**src/rtl/alarm_pkg.sv**
```systemverilog
// alarm_pkg: state encoding, field widths and a small saturating helper
// shared by the alarm sequencer files.
package alarm_pkg;

   localparam int TIME_W = 8;
   localparam int SNZ_W  = 12;
   localparam int CNT_W  = 2;

   typedef enum logic [1:0] {
      ST_IDLE   = 2'd0,
      ST_ARMED  = 2'd1,
      ST_RING   = 2'd2,
      ST_SNOOZE = 2'd3
   } alarm_state_t;

   // Snooze counter stops at its all-ones value instead of wrapping.
   function automatic logic [CNT_W-1:0] sat_inc(input logic [CNT_W-1:0] v);
      return (v == '1) ? v : v + 1'b1;
   endfunction

endpackage

```
**src/rtl/button_pulse.sv**
```systemverilog
// button_pulse: 2-FF synchronizer plus falling-edge detector for a raw
// active-low pushbutton; emits one registered pulse per press.
module button_pulse (
   input  logic CLK50,
   input  logic rst,
   input  logic btn_n,
   output logic press
);

   logic sync1;
   logic sync2;
   logic prev;

   // Everything presets to "released" so reset never looks like a press.
   always_ff @(posedge CLK50) begin
      if (rst) begin
         sync1 <= 1'b1;
         sync2 <= 1'b1;
         prev  <= 1'b1;
         press <= 1'b0;
      end else begin
         sync1 <= btn_n;
         sync2 <= sync1;
         prev  <= sync2;
         press <= prev & ~sync2;
      end
   end

endmodule

```
**src/rtl/alarm_sequencer.sv**
```systemverilog
// alarm_sequencer: IDLE/ARMED/RINGING/SNOOZE alarm control for the 12-hour
// clock. Optional macro ALARM_SNOOZE_LIMIT_EN caps snoozes at MAX_SNOOZE.
module alarm_sequencer
   import alarm_pkg::*;
#(
   parameter int unsigned BLINK_CYC      = 25_000_000,
   parameter int unsigned SNOOZE_MIN     = 5,
   parameter int unsigned RING_TIMEOUT_S = 60,
   parameter int unsigned MAX_SNOOZE     = 3
) (
   input  logic              CLK50,
   input  logic              rst,
   input  logic              tick_1s,
   input  logic [TIME_W-1:0] hour,
   input  logic [TIME_W-1:0] min,
   input  logic [TIME_W-1:0] sec,
   input  logic [TIME_W-1:0] ahour,
   input  logic [TIME_W-1:0] amin,
   input  logic              arm,
   input  logic              snooze_n,
   input  logic              stop_n,
   output logic              ring,
   output logic              blink,
   output logic [1:0]        state,
   output logic [SNZ_W-1:0]  snooze_sec,
   output logic [CNT_W-1:0]  snooze_cnt
);

   localparam logic [SNZ_W-1:0]  SNZ_LOAD   = SNZ_W'(SNOOZE_MIN * 60);
   localparam logic [TIME_W-1:0] RING_LAST  = TIME_W'(RING_TIMEOUT_S - 1);
   localparam logic [31:0]       BLINK_LAST = 32'(BLINK_CYC - 1);

   alarm_state_t      cur, nxt;
   logic [SNZ_W-1:0]  ssec_q, ssec_d;
   logic [CNT_W-1:0]  cnt_q, cnt_d;
   logic [TIME_W-1:0] rsec_q, rsec_d;
   logic              blink_q, blink_d;
   logic [31:0]       bcnt_q, bcnt_d;
   logic              stop_press, snooze_press;
   logic              match, snooze_ok, enter_ring;

   button_pulse u_stop (
      .CLK50 (CLK50),
      .rst   (rst),
      .btn_n (stop_n),
      .press (stop_press)
   );

   button_pulse u_snooze (
      .CLK50 (CLK50),
      .rst   (rst),
      .btn_n (snooze_n),
      .press (snooze_press)
   );

   assign match = (hour == ahour) && (min == amin) && (sec == '0);

`ifdef ALARM_SNOOZE_LIMIT_EN
   assign snooze_ok = (32'(cnt_q) != MAX_SNOOZE);
`else
   assign snooze_ok = 1'b1;
`endif

   // Next-state logic; earlier branches win, so a press masks a same-cycle tick.
   always_comb begin
      nxt        = cur;
      ssec_d     = ssec_q;
      cnt_d      = cnt_q;
      rsec_d     = rsec_q;
      blink_d    = 1'b0;
      bcnt_d     = '0;
      enter_ring = 1'b0;
      unique case (cur)
         ST_IDLE: begin
            if (arm) nxt = ST_ARMED;
         end
         ST_ARMED: begin
            if (!arm) begin
               nxt = ST_IDLE;
            end else if (tick_1s && match) begin
               nxt        = ST_RING;
               cnt_d      = '0;
               enter_ring = 1'b1;
            end
         end
         ST_RING: begin
            if (!arm) begin
               nxt = ST_IDLE;
            end else if (stop_press) begin
               nxt = ST_ARMED;
            end else if (snooze_press && snooze_ok) begin
               nxt    = ST_SNOOZE;
               ssec_d = SNZ_LOAD;
               cnt_d  = sat_inc(cnt_q);
            end else begin
               if (tick_1s) begin
                  if (rsec_q == RING_LAST) nxt = ST_ARMED;
                  else rsec_d = rsec_q + 1'b1;
               end
               if (nxt == ST_RING) begin
                  if (bcnt_q == BLINK_LAST) begin
                     blink_d = ~blink_q;
                     bcnt_d  = '0;
                  end else begin
                     blink_d = blink_q;
                     bcnt_d  = bcnt_q + 32'd1;
                  end
               end
            end
         end
         ST_SNOOZE: begin
            if (!arm) begin
               nxt    = ST_IDLE;
               ssec_d = '0;
            end else if (stop_press) begin
               nxt    = ST_ARMED;
               ssec_d = '0;
            end else if (tick_1s) begin
               if (ssec_q == SNZ_W'(1)) begin
                  nxt        = ST_RING;
                  ssec_d     = '0;
                  enter_ring = 1'b1;
               end else begin
                  ssec_d = ssec_q - 1'b1;
               end
            end
         end
         default: nxt = ST_IDLE;
      endcase
      if (enter_ring) begin
         rsec_d  = '0;
         blink_d = 1'b1;
         bcnt_d  = '0;
      end
   end

   always_ff @(posedge CLK50) begin
      if (rst) begin
         cur     <= ST_IDLE;
         ssec_q  <= '0;
         cnt_q   <= '0;
         rsec_q  <= '0;
         blink_q <= 1'b0;
         bcnt_q  <= '0;
      end else begin
         cur     <= nxt;
         ssec_q  <= ssec_d;
         cnt_q   <= cnt_d;
         rsec_q  <= rsec_d;
         blink_q <= blink_d;
         bcnt_q  <= bcnt_d;
      end
   end

   assign state      = cur;
   assign ring       = (cur == ST_RING);
   assign blink      = blink_q;
   assign snooze_sec = ssec_q;
   assign snooze_cnt = cnt_q;

endmodule

```
**config.mk**
```make
export PLATFORM = sky130hd
export DESIGN_NAME = alarm_sequencer
export DESIGN_NICKNAME = d
export VERILOG_FILES = /design/src/rtl/alarm_pkg.sv /design/src/rtl/button_pulse.sv /design/src/rtl/alarm_sequencer.sv
export SDC_FILE = /design/constraint.sdc
export NUM_CORES = 1
export LEC_CHECK = 0
export BUFFER_PORTS_ARGS = -buffer_cell sky130_fd_sc_hd__buf_2
export CAP_MARGIN = 20
export CORE_MARGIN = 2
export CORE_UTILIZATION = 35
export CTS_BUF_LIST = sky130_fd_sc_hd__clkbuf_16
export CTS_CLUSTER_DIAMETER = 200
export DETAILED_ROUTE_END_ITERATION = 12
export HOLD_SLACK_MARGIN = 0.08
export PLACE_DENSITY_LB_ADDON = 0.12
export SETUP_SLACK_MARGIN = 0.05
export SYNTH_ARGS = -nofsm -noshare
export SYNTH_HDL_FRONTEND = slang
export SYNTH_SLANG_ARGS = --single-unit
```
**constraint.sdc**
```tcl
create_clock -name CLK50 -period 2 [get_ports CLK50]
set_input_delay 0.3 -clock CLK50 [delete_from_list [all_inputs] [get_ports CLK50]]
set_output_delay 0.3 -clock CLK50 [all_outputs]
set_load 0.005 [all_outputs]
```
# Word level (Yosys, flattened, before mapping)
# Index checks and enable logic that the tools add are counted.
[totals]
ff_bits = 65
input_bits = 46
out_inout_bits = 18
wordCells = 109
[classes]
n_addsub = 4
eq_ne = 21
n_mux = 46
bitwise = 11
reduce_logical = 13
[ops]
columns = ["cell", "n"]
rows = [
  ["$mux 12", 7],
  ["$mux 2", 22],
  ["$add 32x1->32 const B", 1],
  ["$eq 32x25->1 const B", 1],
  ["$pmux 12 s2", 1],
  ["$eq 8x8->1", 2],
  ["$mux 1", 13],
  ["$eq 12x1->1 const B", 1],
  ["$ne 2x2->1 const B", 6],
  ["$sub 12x1->12 const B", 1],
  ["$not 1->1", 9],
  ["$add 8x1->8 const B", 1],
  ["$eq 2x2->1 const B", 4],
  ["$eq 8x6->1 const B", 1],
  ["$logic_not 8->1", 1],
  ["$ne 4x3->1 const B", 2],
  ["$pmux 2 s4", 1],
  ["$reduce_or 8->1", 1],
  ["$ne 7x4->1 const B", 1],
  ["$reduce_and 7->1", 1],
  ["$reduce_and 6->1", 1],
  ["$reduce_and 5->1", 1],
  ["$pmux 2 s2", 1],
  ["$reduce_and 4->1", 1],
  ["other kinds (10)", 14],
]

# Logic depth before layout (Yosys ltp)
[logic_depth]
word_depth = 14
mapped_depth = 8
depth_no_buf = 7

# By module
# From an unflattened synthesis, not the netlist that was laid out.
[unflattened]
hier_cells = 392
area_unflattened_um2 = 3419.5
[modules_own_cells]
columns = ["module", "instances", "cells_per_inst", "area_each_um2", "seq_area_each_um2"]
rows = [
  ["alarm_sequencer", 1, 376, 3206.8, 1141.1],
  ["button_pulse", 2, 8, 106.4, 80.1],
]

# Least setup slack after synthesis
# Ideal clock, no wire load.
[synth_timing]
path_kind = "flip-flop to flip-flop"
startpoint = "reg ssec_q[2], in the netlist snooze_sec[2]"
endpoint = "reg ssec_q[9], in the netlist snooze_sec[9]"
setup_ps = 117
t_arrival_ps = 1775
required_time_ps = 1883
slack_ps = 108
stages_incl_launch_ff = 7
n_path_buf = 1
period_less_slack_ps = 1892
path_cell_list = "dfxtp_1 -> or4_4 -> buf_6 -> nor4_4 -> nor3_2 -> a22o_1 -> a22o_1"
[synth_via]
elab_chain_cells = 6
elab_cells_between_ends = 7
cone_classes = "add/sub: 1; eq/ne: 1; mux: 5"
[synth_lines]
columns = ["item", "line_no", "rtl"]
rows = [
  ["from (decl)", "alarm_sequencer.sv:34", "logic [SNZ_W-1:0] ssec_q, ssec_d;"],
  ["from (signal assigned)", "alarm_sequencer.sv:147", "ssec_q <= ssec_d;"],
  ["$sub 12x1->12 or $eq 12x1->1 (tied branches)", "alarm_sequencer.sv:124, alarm_sequencer.sv:119", ""],
  ["$mux 12 *", "alarm_sequencer.sv:119", "if (ssec_q == SNZ_W'(1)) begin"],
  ["$mux 12 *", "alarm_sequencer.sv:118", "end else if (tick_1s) begin"],
  ["$mux 12 *", "alarm_sequencer.sv:115", "end else if (stop_press) begin"],
  ["$mux 12 *", "alarm_sequencer.sv:112", "if (!arm) begin"],
  ["$pmux 12 s2 *", "alarm_sequencer.sv:73", "unique case (cur)"],
]
# Mark *: on every way between the ends. The rest lies on a longest branch, timed or not. The select of a mux whose other input is x is not followed.
# A chain may end at the register's enable or synchronous reset.

# Worst setup path after layout
[layout_timing]
startpoint = "reg ssec_q[3], in the netlist snooze_sec[3]"
endpoint = "reg ssec_q[9], in the netlist snooze_sec[9]"
# The elaborated chain is that of the path after synthesis.

==> flow_summary.yaml <==
synth:
  synth_area_sq_um: 3363
  yosysTopAreaCellShare_pct: 38.69
  dominantRegCellSynth: "dfxtp_1"
  synth-async-reset-ratio_pct: 0
  synth_common_cells: "dfxtp_1 (65), nor2_1 (57), nand2_1 (34), xnor2_1 (34), nor3_1 (23)"
  yosysSeqAreaShare_pct: 38.69
  netlist_instances: 401
  avgSynthCellArea_sq_um: 8.387
  yosysWarnings: 0
  yosys-top-cells-area: "dfxtp_1 (39%), xnor2_1 (8.9%), nor2_1 (6.4%)"
  syn-num-nets: 452
  synth-seq-cells: 65
  synth_edf_count: 0
  synth_most_common_cell: "dfxtp_1"
  synth.distinct_cells: 53
  yosys.area.top_type: "dfxtp_1"
layout:
  fin_nets: 539
  num_antenna_cells: 0
  drive_gt1_share_pct: 25.35
  design_area_sq_um: 4318
  area_delta_synth_final_pct: 28.39
  layout.cells.non_filler: 622
clock_tree:
  cts_sinks: 65
  tritoncts: "done"
  clkLatencyLatePin_ns: 0.32
  clockBufferDepth: 2
  h-tree-depth: 3
  cts_buffers: 9
  root_buffer: "clkbuf_16"
  clk_pin_slew_worst_paths_ns: 0.06
floorplanning:
  io_pins: 64
  die_y_um: 102.0
  fp.dieW_um: 102.0
  initial_core_util_pct: 36.23
  core_sq_um: 9284
  dieArea_sq_um: 10410
  rows: 35
setup_path:
  crit_start: "snooze_sec[3]"
  max_stage_delay_ns: 0.60
  timing.rr.end: "snooze_sec[9]"
  end_kind: "register"
  rrSetupSlack_ns: 0.12
  rr_startpoint: "snooze_sec[3]"
  path_buf_inv: 1
  cp_max_fo: 6
  cp_cell_sequence: "or4_4 > nor4_4 > buf_4 > nor3_4 > a22o_1 > a22o_1"
  ff2ff_path_depth: 6
  cp.depth: 6
  worst-setup-path-type: "reg2reg"
  crit_path_end: "snooze_sec[9]"
  crit_top_cell: "a22o_1"
  critPathTopFamily: "simple AND/OR/NAND/NOR gates"
  start_kind: "register"
  cpMaxStageDelayCell: "or4_4"
  crit_required_ns: 2.21
  worstPathArrival_ns: 2.10
detailed_routing:
  drt_iter0_drc: 101
  drt_pass1_iterations: 4
  num_vias: 3078
  route.detailed.drc: 0
  met2_wirelength_mm: 3.491
  totalWireLength_mm: 7.627
  wl_met3_um: 265
  top_layer: "met4"
  drt-met1-wl_mm: 3.775
  drtAntennaViolNets: 0
  wl_per_cell_um: 12.26
  vias_per_cell: 4.949
grt:
  grt_overflow: 0
  grt_pass1_vias: 2815
  grt_use_total_pct: 15.58
  grt_pass1_wl_mm: 12.96
  grt_max_degree: 33
  antenna_found_initial: 0
timing:
  clock.fmax_mhz: 531.5
  period_needed_ns: 1.881
  relSlewSlack_pct: 62.55
  rsz0062_at_grt: "true"
  whs_ns: 0.1533
  skew_ns: 0.006648
  tightest_slew_ns: 0.5559
  post-route-period-util_pct: 94.07
  setup_violations: 0
  maxSlewViolCount: 0
  hold_violations: 0
power:
  p_int_mw: 2.339
  leakagePower_nw: 1.651
  ir_drop_mv: 0.3778
  seqPwrFrac_pct: 43.9
  comb_power_share_pct: 4.7
  switchingPower_mw: 0.6398
  power_density_nw_per_um2: 689.9
  clkPwrFrac_pct: 51.5
  swShare_pct: 21.48
worst_hold_path:
  hold_path_class: "in2reg"
place:
  dpl.cell_count: 604
  placed_area_sq_um: 3951
  portBuffers: 63
  hpwl_mm: 5.729
  gp_congestion: 0.7630
run:
  max_cap_viol_count: 0
run_status:
  outcome: "completed"
==> logic make-up after synthesis <==
logic type	Yosys count	share of synthesized area, %
muxes	1	0.2976
adders and majority gates	5	1.860
and+or+nand+nor	217	34.38
AOI/OAI and AO/OA	33	6.697
xor gates and xnor gates	55	14.32
DFF	65	38.69
buffers and inverters	25	3.757
==> per-layer routing <==
metal | GRT usage [%] | vias to the layer above
li1 | - | 1589
met1 | 20.93 | 1428
met2 | 24.54 | 53
met3 | 3.762 | 8
met4 | 5.436 | 0
met5 | 0 | -
==> final cells by class <==
| class | count | area [sq um] |
|---|---|---|
| Tap cell | 129 | 161.4 |
| Timing Repair Buffer | 89 | 523.0 |
| Clock buffer | 9 | 225.2 |
| Multi-Input combinational cell | 311 | 1991 |
| Fill cell | 948 | 4966 |
| Inverter | 12 | 45.04 |
| Sequential cell | 65 | 1301 |
| Clock inverter | 7 | 71.32 |
==> layout by cell type, fill, tap and decap left out, types with 7 or more instances in the layout <==
cell       netlist  final
nand4_1         16     16
or2_2            7      7
buf_2            2     63
clkbuf_16        0      9
buf_4            0     25
nor4_1          10      7
a21oi_1         12     12
and3_1          10     10
nor3_1          23     22
and4_1           8      8
xor2_1          21     21
nand2_1         34     34
nand3_1         20     20
dfxtp_1         65     65
xnor2_1         34     34
nor2_1          57     57
inv_1           12     13
==> worst register-to-register path: stages, from the launching register on <==
cell and delay, ns:
dfxtp_1 0.31, or4_4 0.60, nor4_4 0.25, buf_4 0.19
nor3_4 0.06, a22o_1 0.19, a22o_1 0.17
==> power groups by stage <==
stage               Combinational (mW)  Clock [mW]  Sequential, mW
finish                           0.139        1.53            1.31
global route                     0.154        1.64            1.31
CTS                              0.139        1.58            1.31
detailed placement               0.138           0            1.33
global placement                 0.136           0            1.34
floorplan                       0.0678           0            1.33
==> flip-flops by register name, summed over array words and instances (netlist names) <==
name and flops:
u_snooze.prev 1, snooze_sec 12, u_snooze.sync1 1, rsec_q 8, blink 1, u_stop.press 1, u_snooze.press 1, u_snooze.sync2 1
state 2, u_stop.sync2 1, bcnt_q 32, snooze_cnt 2, u_stop.prev 1, u_stop.sync1 1
==> what timing repair did <==
item                                    4_1_cts  5_1_grt
hold buffers                                  0        0
buffers inserted                              0        2
cloned                                        0        0
pin swaps                                     0        4
endpoints found under the setup margin        9       50
resized for setup                             2        7
endpoints found under the hold margin         0        0
==> worst min-delay path by stage <==
| stage | from | endpoint | slack [ns] | cells past startpoint |
|---|---|---|---|---|
| 2_1_floorplan | u_snooze.sync1 | u_snooze.sync2 | 0.39 | 1 |
| 3_3_place_gp | u_snooze.sync1 | u_snooze.sync2 | 0.39 | 1 |
| 3_5_place_dp | u_snooze.sync1 | u_snooze.sync2 | 0.40 | 1 |
| 4_1_cts | snooze_n | u_snooze.sync1 | 0.14 | 2 |
| 5_1_grt | snooze_n | u_snooze.sync1 | 0.15 | 2 |
| 6_report | snooze_n | u_snooze.sync1 | 0.15 | 2 |
==> through the flow <==
| step | setup slack (ns) | setup TNS [ns] | power [mW] | utilization (%) |
|---|---|---|---|---|
| after floorplan | 0.1078 | 0 | 1.401 | - |
| after detailed placement | -0.02965 | -0.1610 | 1.473 | 42.56 |
| after global placement | 0.01548 | 0 | 1.471 | 42.56 |
| after global routing | 0.01540 | 0 | 3.100 | 46.51 |
| after CTS | 0.04951 | 0 | 3.027 | 45.92 |
| final | 0.1186 | 0 | 2.979 | 46.51 |
(Power assumes the default switching activity.)
